## src/rtl/riscv_mem_pkg.sv

```systemverilog
// -----------------------------------------------------------------------------
// riscv_mem_pkg
//   Shared definitions for the unified instruction/data memory arbiter:
//   FSM state encoding, access-owner encoding and default bus widths.
// -----------------------------------------------------------------------------
package riscv_mem_pkg;

  // Arbiter sequencing states
  typedef enum logic [1:0] {
    ST_IDLE  = 2'd0,
    ST_ISSUE = 2'd1,
    ST_WAIT  = 2'd2,
    ST_RESP  = 2'd3
  } state_e;

  // Which requester owns the access currently in flight
  typedef enum logic {
    OWN_IF = 1'b0,
    OWN_DM = 1'b1
  } owner_e;

  localparam int DEF_ADDR_W = 10;
  localparam int DEF_DATA_W = 32;

endpackage

```

## src/rtl/unified_mem_arbiter.sv

```systemverilog
// -----------------------------------------------------------------------------
// unified_mem_arbiter
//   Shares one unified instruction/data memory between the fetch port (IF)
//   and the data port (MEM stage). One access at a time: IDLE arbitrates,
//   ISSUE strobes the memory, WAIT counts out the read latency, RESP returns
//   the read data. Data port has priority; a saturating starvation counter
//   forces a fetch win after STARVE_MAX consecutive fetch losses.
//
// Ports
//   clk1, rst                 clock, synchronous active-high reset
//   halt                      blocks new grants; in-flight access completes
//   if_req/if_addr            fetch read request (held until if_gnt)
//   if_gnt/if_rvalid/if_rdata fetch grant pulse, read-valid pulse, data
//   dm_req/dm_we/dm_addr/
//   dm_wdata                  data request (load or store, held until dm_gnt)
//   dm_gnt/dm_rvalid/dm_rdata data grant pulse, load-valid pulse, data
//   mem_en/mem_we/mem_addr/
//   mem_wdata/mem_rdata       memory interface; rdata valid MEM_LAT after en
// All outputs are registered.
// -----------------------------------------------------------------------------
module unified_mem_arbiter
  import riscv_mem_pkg::*;
#(
  parameter int ADDR_W     = DEF_ADDR_W,
  parameter int DATA_W     = DEF_DATA_W,
  parameter int MEM_LAT    = 1,
  parameter int STARVE_MAX = 4
) (
  input  logic              clk1,
  input  logic              rst,
  input  logic              halt,
  input  logic              if_req,
  input  logic [ADDR_W-1:0] if_addr,
  output logic              if_gnt,
  output logic              if_rvalid,
  output logic [DATA_W-1:0] if_rdata,
  input  logic              dm_req,
  input  logic              dm_we,
  input  logic [ADDR_W-1:0] dm_addr,
  input  logic [DATA_W-1:0] dm_wdata,
  output logic              dm_gnt,
  output logic              dm_rvalid,
  output logic [DATA_W-1:0] dm_rdata,
  output logic              mem_en,
  output logic              mem_we,
  output logic [ADDR_W-1:0] mem_addr,
  output logic [DATA_W-1:0] mem_wdata,
  input  logic [DATA_W-1:0] mem_rdata
);

  localparam int LAT_W = $clog2(MEM_LAT + 1);
  localparam int STV_W = $clog2(STARVE_MAX + 1);
  localparam logic [LAT_W-1:0] LAT_LOAD  = LAT_W'(MEM_LAT);
  localparam logic [LAT_W-1:0] LAT_LAST  = LAT_W'(1);
  localparam logic [STV_W-1:0] STV_LIMIT = STV_W'(STARVE_MAX);

  state_e            state_r, state_nxt_s;
  owner_e            owner_r, owner_nxt_s;
  logic [LAT_W-1:0]  lat_cnt_r, lat_cnt_nxt_s;
  logic [STV_W-1:0]  starve_r, starve_nxt_s;
  logic              pick_dm_s;
  logic              mem_en_nxt_s, mem_we_nxt_s;
  logic [ADDR_W-1:0] mem_addr_nxt_s;
  logic [DATA_W-1:0] mem_wdata_nxt_s;
  logic              if_gnt_nxt_s, dm_gnt_nxt_s;
  logic              if_rvalid_nxt_s, dm_rvalid_nxt_s;
  logic [DATA_W-1:0] if_rdata_nxt_s, dm_rdata_nxt_s;

  // Arbitration: data wins unless absent or fetch has lost STARVE_MAX times
  always_comb begin
    pick_dm_s = 1'b0;
    if (dm_req && !if_req) begin
      pick_dm_s = 1'b1;
    end else if (dm_req && if_req && (starve_r < STV_LIMIT)) begin
      pick_dm_s = 1'b1;
    end else begin
      pick_dm_s = 1'b0;
    end
  end

  // Next-state and next-output logic; outputs pulse by defaulting to zero
  always_comb begin
    state_nxt_s     = state_r;
    owner_nxt_s     = owner_r;
    lat_cnt_nxt_s   = lat_cnt_r;
    starve_nxt_s    = starve_r;
    mem_en_nxt_s    = 1'b0;
    mem_we_nxt_s    = 1'b0;
    mem_addr_nxt_s  = mem_addr;
    mem_wdata_nxt_s = mem_wdata;
    if_gnt_nxt_s    = 1'b0;
    dm_gnt_nxt_s    = 1'b0;
    if_rvalid_nxt_s = 1'b0;
    dm_rvalid_nxt_s = 1'b0;
    if_rdata_nxt_s  = if_rdata;
    dm_rdata_nxt_s  = dm_rdata;
    case (state_r)
      ST_IDLE: begin
        if (!halt && (if_req || dm_req)) begin
          state_nxt_s  = ST_ISSUE;
          mem_en_nxt_s = 1'b1;
          if (pick_dm_s) begin
            owner_nxt_s     = OWN_DM;
            dm_gnt_nxt_s    = 1'b1;
            mem_addr_nxt_s  = dm_addr;
            mem_we_nxt_s    = dm_we;
            mem_wdata_nxt_s = dm_wdata;
            // Only a contested loss counts against fetch; never wraps
            if (if_req && (starve_r != STV_LIMIT)) begin
              starve_nxt_s = starve_r + STV_W'(1);
            end else begin
              starve_nxt_s = starve_r;
            end
          end else begin
            owner_nxt_s     = OWN_IF;
            if_gnt_nxt_s    = 1'b1;
            mem_addr_nxt_s  = if_addr;
            mem_we_nxt_s    = 1'b0;
            mem_wdata_nxt_s = '0;
            starve_nxt_s    = '0;
          end
        end else begin
          state_nxt_s = ST_IDLE;
        end
      end
      ST_ISSUE: begin
        // Requests are not looked at here, so a held req cannot re-issue
        if (mem_we) begin
          state_nxt_s = ST_IDLE;
        end else begin
          state_nxt_s   = ST_WAIT;
          lat_cnt_nxt_s = LAT_LOAD;
        end
      end
      ST_WAIT: begin
        if (lat_cnt_r == LAT_LAST) begin
          state_nxt_s = ST_RESP;
          if (owner_r == OWN_DM) begin
            dm_rdata_nxt_s  = mem_rdata;
            dm_rvalid_nxt_s = 1'b1;
          end else begin
            if_rdata_nxt_s  = mem_rdata;
            if_rvalid_nxt_s = 1'b1;
          end
        end else begin
          lat_cnt_nxt_s = lat_cnt_r - LAT_W'(1);
        end
      end
      ST_RESP: begin
        state_nxt_s = ST_IDLE;
      end
      default: begin
        state_nxt_s = ST_IDLE;
      end
    endcase
  end

  // State and registered outputs; reset discards any in-flight read
  always_ff @(posedge clk1) begin
    if (rst) begin
      state_r   <= ST_IDLE;
      owner_r   <= OWN_IF;
      lat_cnt_r <= '0;
      starve_r  <= '0;
      mem_en    <= 1'b0;
      mem_we    <= 1'b0;
      mem_addr  <= '0;
      mem_wdata <= '0;
      if_gnt    <= 1'b0;
      dm_gnt    <= 1'b0;
      if_rvalid <= 1'b0;
      dm_rvalid <= 1'b0;
      if_rdata  <= '0;
      dm_rdata  <= '0;
    end else begin
      state_r   <= state_nxt_s;
      owner_r   <= owner_nxt_s;
      lat_cnt_r <= lat_cnt_nxt_s;
      starve_r  <= starve_nxt_s;
      mem_en    <= mem_en_nxt_s;
      mem_we    <= mem_we_nxt_s;
      mem_addr  <= mem_addr_nxt_s;
      mem_wdata <= mem_wdata_nxt_s;
      if_gnt    <= if_gnt_nxt_s;
      dm_gnt    <= dm_gnt_nxt_s;
      if_rvalid <= if_rvalid_nxt_s;
      dm_rvalid <= dm_rvalid_nxt_s;
      if_rdata  <= if_rdata_nxt_s;
      dm_rdata  <= dm_rdata_nxt_s;
    end
  end

endmodule

```

## config.mk

```make
export PLATFORM = sky130hd
export DESIGN_NAME = unified_mem_arbiter
export DESIGN_NICKNAME = d
export VERILOG_FILES = /design/src/rtl/riscv_mem_pkg.sv /design/src/rtl/unified_mem_arbiter.sv
export SDC_FILE = /design/constraint.sdc
export NUM_CORES = 1
export LEC_CHECK = 0
export CAP_MARGIN = 20
export CORE_MARGIN = 5
export CORE_UTILIZATION = 46
export CTS_CLUSTER_SIZE = 30
export DETAILED_ROUTE_END_ITERATION = 7
export MAX_ROUTING_LAYER = met4
export PLACE_DENSITY = 0.93
export SYNTH_ARGS = -nofsm -noshare
export SYNTH_HDL_FRONTEND = slang
export SYNTH_SLANG_ARGS = --single-unit
```

## constraint.sdc

```tcl
create_clock -name clk1 -period 2.3 [get_ports clk1]
set_input_delay 0.23 -clock clk1 [delete_from_list [all_inputs] [get_ports clk1]]
set_output_delay 0.23 -clock clk1 [all_outputs]
set_load 0.1 [all_outputs]
```

==> key figures, run 1 <==
Outcome
  • Run status: complete, no violations

Clocking
  • Post-CTS Resized: 0
  • CTS Buffer Depth: 2
  • CTS Root Cell: clkbuf_8
  • Clk slew on worst S/H paths: 60 ps
  • CTS buffer count: 17
  • Postcts setup bufs: 0
  • TritonCTS clock tree: done
  • H-tree depth: 4
  • CTS Hold Buffers Added: 0
  • Sink Count: between 100 and 150
  • Clock Latency Late Sink: just over 500 ps

Pwr
  • Net Switching: about 0.0016 W
  • Combinational share of power: 0.165
  • Pwr dens: 798 nW/um^2
  • Worst VDD drop: 0.492 mV
  • Part of the power in registers: 0.384
  • Switching share of power: 0.277
  • Clock power frac: 0.451
  • P_int: 0.00409 W
  • Pleak: 2.89 nW

Synthesis
  • Number of synthesized flops with an enable pin: 0
  • Post-synthesis xor/xnor area fraction: 0
  • Yosys top cell by area: dfxtp_1
  • Top cell type's share of synthesized area: 0.508
  • Synthesized area per cell: ~8.8 sq um
  • Seq/Total Area, Yosys: 0.508
  • Yosys warning total: 0
  • Synthesized instance count: 532
  • Post-synthesis simple-gate area fraction: 0.137
  • Compound-cell area share of the yosys netlist: 0.262
  • Net count after synthesis: 624
  • Post-synthesis mux area share: 0
  • Post-synth cell types: 34
  • Main combinational cell family by area after synthesis: compound AO/OA/AOI/OAI gates
  • Ys async rst share: 0
  • Largest cells by area after synthesis: dfxtp_1 51%, nand2_1 11%, a21oi_1 7.4%
  • Main synth FF type: dfxtp_1
  • Cell area after synthesis: 4690 sq um
  • #FFs+latches synth: 119
  • Adder-Cell Fraction of Synth Area: 0.00533

Timing
  • Minimum clock period after layout: ~1600 ps
  • Final hold vios: 0
  • RSZ-0062 raised after global routing: no
  • Relative slew slack: 0.359
  • Final hold slack: 275 ps
  • Setup TNS: 0 ps
  • Period utilization: 0.715
  • Final setup viols: 0
  • Slew Viols, Final: 0
  • Fmax: 608 MHz
  • Layout Skew: approximately 10 ps
  • Worst slew pin tran: 960 ps

Floorplanning
  • Area of the core: between 9000 and 10,000 sq um
  • Die Wd: 111 um
  • Die footprint: ~12,000 sq um
  • FP Rows: 36
  • I/O pin count: between 200 and 250
  • Initial cell density of the core: 0.476
  • Die H: 111 um

Cells and area
  • Fillers: 686
  • Area of the multi-input gates: 1930 sq um
  • Ratio of cells with drive above 1 in the final layout: 0.248
  • Sequential cell area: 2380 sq um
  • Final nets: 806
  • Area grow syn2layout: 51.0%
  • Number of diodes: 0

Setup path
  • CP Launch Type: register
  • CP Capture Type: register
  • R2R depth: 4
  • Arr. time, crit path: 2070 ps
  • Slowest stage delay, CP: 430 ps
  • Crit path max-delay family: simple AND/OR/NAND/NOR gates
  • Worst R2R Setup Slack: 660 ps
  • Worst EP required: roughly 2700 ps
  • Crit path kind: register to register
  • Crit-path slowest cell: or3_1
  • Worst-path cell chain: or3_1 -> buf_4 -> or3_1 -> a21oi_1
  • Most used cell, CP: or3_1
  • Critical Path Fanout Max: 23
  • Crit path buffers/inverters: 1
  • Crit path depth: 4

Detailed routing
  • Routed length per instance: between 15 and 20 um
  • Iteration-0 DRC Markers: between 300 and 400
  • Via Count: 4,658
  • Total Wirelength: about 14,000 um
  • Antenna viol nets, final: 0
  • Detailed Routing Iterations Pass 1: 5
  • Number of remaining DRC errors: 0
  • Vias per std cell: 5.42

GRT
  • Initial antenna violation count: 0
  • Global Route Usage Sum: 0.237
  • Global-route wire length before repair: 23,400 um
  • Largest net degree at the start of global routing: 120
  • Grt ovf: 0
  • Vias in the first global route: 4,633

Job
  • Number of max-cap violations: 0

Placed design
  • Port buffer count: 201
  • Final HPWL from detailed placement: 10,100 um
  • Placer Congestion: ~0.87

Min path
  • HP Class: input port to register
  • Hold Path Stages: 3
-- cells in the final DEF (no fill, tap or decap) --
cell type	synthesis	final
a21bo_2	1	1
a21boi_0	1	1
a21oi_1	69	69
a221oi_1	4	4
a221oi_2	6	6
a31o_2	1	1
and4b_1	1	1
buf_12	0	3
buf_4	0	123
bufinv_16	0	3
clkbuf_1	31	5
clkbuf_16	0	16
clkbuf_8	0	2
clkdlybuf4s50_1	0	88
clkinv_1	1	1
clkinv_2	0	4
clkinvlp_4	0	2
dfxtp_1	119	119
ha_1	2	2
inv_1	46	46
nand2_1	132	132
nand4_1	2	2
nand4b_1	1	1
nand4bb_1	1	1
nor2_1	6	5
nor2_2	0	1
nor2b_1	2	2
nor3_1	3	3
nor3_2	1	1
nor3b_1	1	1
nor4_1	1	1
nor4bb_4	0	1
o211ai_1	32	32
o21ai_0	1	1
o21ai_4	0	1
o32ai_1	10	10
o41ai_1	17	17
o41ai_2	15	15
or3_1	2	2
or4b_1	1	1
-- worst paths after layout --
| check | start | end |
|---|---|---|
| hold / removal | dm_we | mem_we$_SDFF_PP0_ |
| setup reg to reg | register | owner_r$_SDFFE_PP0P_ |
| setup / recovery | register | owner_r$_SDFFE_PP0P_ |
| hold reg to reg | if_rdata[11]$_SDFFE_PP0P_ | if_rdata[11]$_SDFFE_PP0P_ |
-- cells by family (layout without fill, tap and decap cells) --
family                     Yosys count  count (layout)
AOI/OAI and AO/OA                  158             158
and+or+nand+nor                    155             155
DFF                                119             119
buffers and inverters               98             293
adders and majority gates            2               2
-- stage by stage --
stage          cells  total power, W  setup slack [ps]  cell area [sq um]  utilization
4_1_cts          860         0.00569               653               7090        0.718
5_1_grt          860         0.00584               528               7090        0.718
3_5_place_dp     828         0.00314               265               6520        0.660
2_1_floorplan    532         0.00282               822               4690            -
6_report         860         0.00565               655               7090        0.718
3_3_place_gp     828         0.00312               473               6520        0.660
-- sequential cells by signal, summed over array words and instances (netlist names), 3 cells and up, named ones only --
register / flops
starve_r: 3
mem_addr: 10
dm_rdata: 32
mem_wdata: 32
if_rdata: 32
-- Yosys cell counts, drive strengths merged (2+ instances only) --
cell and count:
a21oi 69, or3 2, o32ai 10, nor2b 2, inv 46, ha 2, dfxtp 119, o41ai 32
o21ai 2, nor3 4, clkbuf 31, nand2 132, nand4 2, buf 20, nor2 6, o211ai 32
a221oi 10
-- area by class of cell --
class	instances	share of cell area
Sequential cell	119	0.336
Clock inverter	9	0.0177
Clock buffer	23	0.0630
Tap cell	133	0.0235
Timing Repair Buffer	214	0.263
Multi-Input combinational cell	315	0.272
Inverter	47	0.0249
-- power by group through the flow --
| stage | sequential, W | combinational (W) | clock [W] |
|---|---|---|---|
| after CTS | 0.00217 | 0.000931 | 0.00259 |
| after floorplan | 0.00258 | 0.000240 | 0 |
| after global routing | 0.00217 | 0.000973 | 0.00269 |
| after detailed placement | 0.00221 | 0.000928 | 0 |
| after global placement | 0.00221 | 0.000911 | 0 |
| final | 0.00217 | 0.000933 | 0.00255 |
-- worst min-delay path, delay by kind of cell --
kind	cells	cell delay [ps]
AND/OR/NAND/NOR	2	100
buffers and inverters	1	410
-- per-layer routing --
layer | wire length [um] | vias up | global-route usage
met5 | 0 | - | -
met4 | 165 | 0 | 0.0632
met3 | 1290 | 14 | 0.0726
met2 | 7250 | 249 | 0.394
met1 | 5790 | 2176 | 0.279
li1 | - | 2219 | -
(Power assumes the default switching activity.)
==> inputs of run 2 (changes only) <==
--- a/config.mk
+++ b/config.mk
@@ -7,11 +7,11 @@
 export LEC_CHECK = 0
 export CAP_MARGIN = 20
 export CORE_MARGIN = 5
-export CORE_UTILIZATION = 46
+export CORE_UTILIZATION = 38
 export CTS_CLUSTER_SIZE = 30
 export DETAILED_ROUTE_END_ITERATION = 7
 export MAX_ROUTING_LAYER = met4
-export PLACE_DENSITY = 0.93
+export PLACE_DENSITY = 0.83
 export SYNTH_ARGS = -nofsm -noshare
 export SYNTH_HDL_FRONTEND = slang
 export SYNTH_SLANG_ARGS = --single-unit
==> constraint.sdc (replaced) <==
create_clock -name clk1 -period 1.34 [get_ports clk1]
set_input_delay 0.134 -clock clk1 [delete_from_list [all_inputs] [get_ports clk1]]
set_output_delay 0.134 -clock clk1 [all_outputs]
set_load 0.1 [all_outputs]
==> run 2 against run 1 <==
  * The run now ends with negative setup slack left
  * Worst setup slack lost 900 ps
  * Wire length grew 46%
  * Count of clock-buffer cells in the layout shrank 4
  * Cell area grew 39%
  * Global-route usage shrank 0.072 points
  * Core utilization grew 9.8 points
  * Total power grew 86%
  * Critical path depth grew 3
==> key figures, run 2 (synthesis gave the netlist of run 1 again) <==
Timing
  • Fmax: 632 MHz (was 608 MHz)
  • Final WS setup: -242 ps (was 655 ps)
  • Relative slew slack: 0.742 (was 0.359)
  • Worst slew pin tran: 387 ps (was 960 ps)
  • Final hold vios: 0 (unchanged)
  • Final setup viols: 103 (was 0)
  • Slew Viols, Final: 0 (unchanged)
  • Period utilization: 1.18 (was 0.715)
  • Minimum clock period after layout: 1580 ps (was 1640 ps)
  • Layout Skew: 12.5 ps (was 10.3 ps)
  • RSZ-0062 raised after global routing: yes (was no)
  • Setup TNS: -10,310 ps (was 0 ps)

Pwr
  • Worst VDD drop: 0.845 mV (was 0.492 mV)
  • Pwr dens: 1070 nW/um^2 (was 798 nW/um^2)
  • Pleak: 3.82 nW (was 2.89 nW)

Placed design
  • Placed insts: 877 (was 828)
  • Final HPWL from detailed placement: 11,500 um (was 10,100 um)
  • Port buffer count: 201 (unchanged)
  • Placer Congestion: 0.845 (was 0.873)
  • Setup WS pre-CTS: -380 ps (was 265 ps)

Setup path
  • Critical Path Fanout Max: 8 (was 23)
  • CP Capture Type: register (unchanged)
  • CP Launch Type: register (unchanged)
  • Crit path kind: register to register (unchanged)
  • Arr. time, crit path: 1910 ps (was 2070 ps)
  • Worst EP required: 1670 ps (was 2730 ps)

Detailed routing
  • Via Count: 5,214 (was 4,658)
  • Detailed Routing Iterations Pass 1: 6 (was 5)
  • Total Wirelength: 21,200 um (was 14,500 um)
  • Iteration-0 DRC Markers: 415 (was 374)
  • Antenna viol nets, final: 0 (unchanged)
  • Number of remaining DRC errors: 0 (unchanged)
  • Vias per std cell: 5.61 (was 5.42)
  • Routed length per instance: 22.7 um (was 16.9 um)

GRT
  • Initial antenna violation count: 0 (unchanged)
  • Global Route Usage Sum: 0.236 (was 0.237)
  • Vias in the first global route: 5,129 (was 4,633)
  • Largest net degree at the start of global routing: 50 (was 120)
  • Grt ovf: 0 (unchanged)
  • Global-route wire length before repair: 26,600 um (was 23,400 um)

Clocking
  • CTS Root Cell: clkbuf_16 (was clkbuf_8)
  • CTS buffer count: 17 (unchanged)
  • H-tree depth: 4 (unchanged)
  • CTS Buffer Depth: 2 (unchanged)
  • Clk slew on worst S/H paths: 70 ps (was 60 ps)
  • TritonCTS clock tree: done (unchanged)
  • CTS Hold Buffers Added: 0 (unchanged)
  • Clock Latency Late Sink: 420 ps (was 510 ps)
  • Sink Count: 119 (unchanged)

Job
  • Number of max-cap violations: 0 (unchanged)

Cells and area
  • Final nets: 841 (was 806)
  • Commonest cells after routing, fill and taps aside: 123 x buf_12, 106 x dfxtp_1, 88 x clkdlybuf4s50_1, 70 x nand2_1, 48 x a21oi_2 (was 132 x nand2_1, 123 x buf_4, 119 x dfxtp_1, 88 x clkdlybuf4s50_1, 69 x a21oi_1)
  • Number of diodes: 0 (unchanged)
  • Post-Layout Cell Count: 930 (was 860)
  • Area grow syn2layout: 110% (was 51.0%)
  • Largest regs: dm_rdata x32, if_rdata x32, mem_wdata x32 (unchanged)
  • Ratio of cells with drive above 1 in the final layout: 0.480 (was 0.248)
  • Commonest non-fill, non-tap cell in the layout: buf_12 (was nand2_1)

Outcome
  • Failing checks: negative setup slack
  • Run status: finished with violations (was complete, no violations)

Floorplanning
  • Initial cell density of the core: 0.389 (was 0.476)
  • I/O pin count: 202 (unchanged)
  • Die H: 121 um (was 111 um)
  • Die Wd: 121 um (was 111 um)
  • FP Rows: 40 (was 36)
  • Die footprint: 14,700 sq um (was 12,300 sq um)
  • Area of the core: 12,100 sq um (was 9860 sq um)

Min path
  • HP Class: input port to register (unchanged)
-- run 2: cell count changes in the layout (fill, tap and decap cells not counted), moves of 28 or more --
cell | before | now
nand2_4 | 0 | 34
buf_4 | 123 | 16
a21oi_2 | 0 | 48
buf_12 | 3 | 123
nand2_1 | 132 | 70
nand2_2 | 0 | 28
a21oi_1 | 69 | 21
-- run 2: worst paths after layout --
path                                  from                   endpoint  slack (ps)  cells after the start
hold / removal                         rst   mem_addr[1]$_SDFFE_PP0P_         100                      2
setup reg to reg   state_r[0]$_SDFFE_PP0P_  if_rdata[13]$_SDFFE_PP0P_        -240                      7
hold reg to reg   mem_addr[3]$_SDFFE_PP0P_   mem_addr[3]$_SDFFE_PP0P_         490                      2
setup / recovery   state_r[0]$_SDFFE_PP0P_  if_rdata[13]$_SDFFE_PP0P_        -240                      7
-- run 2: metal layers --
metal,GRT usage,routed length (um),vias up,part of all wire
met1,0.253,7410,2496,0.35
met3,0.0583,1580,94,0.075
met5,-,0,-,0
li1,-,-,2294,-
met2,0.410,11000,330,0.52
met4,0.113,1170,0,0.055
-- run 2: per-stage QoR --
step	total power, W	instance area [sq um]	hold WS, ps	util
4_1_cts	0.0103	9010	63.3	0.747
5_1_grt	0.0108	9840	110	0.816
3_3_place_gp	0.00569	8190	462	0.679
2_1_floorplan	0.00486	4740	245	-
6_report	0.0105	9840	104	0.816
3_5_place_dp	0.00574	8190	474	0.679
-- run 2: cell type report --
class / instances / area, sq um
timing repair buffer: 249 / 3860
clock inverter: 13 / 145
fill: 559 / 2220
multi-input combinational: 315 / 2600
tap: 168 / 210
clock buffer: 19 / 453
sequential: 119 / 2400
inverter: 47 / 176
-- run 2: power breakdown --
group          total, W  internal, W  switching (W)
Clock           0.00462      0.00285        0.00176
Sequential      0.00377      0.00365       0.000124
Combinational   0.00215     0.000886        0.00126
-- run 2: timing repair --
item,in CTS,in global routing
resized for setup,36,150
gates cloned,2,13
pin swaps,13,53
setup buffers,5,3
endpoints found under the setup margin,74,112
-- run 2: worst max-delay path, cell delays in order, from the launching register on --
cell and delay [ps]:
dfxtp_2 330, buf_6 130, buf_6 110, nor4bb_4 270, buf_4 200, clkbuf_16 180
nand2_1 80, a21oi_1 190
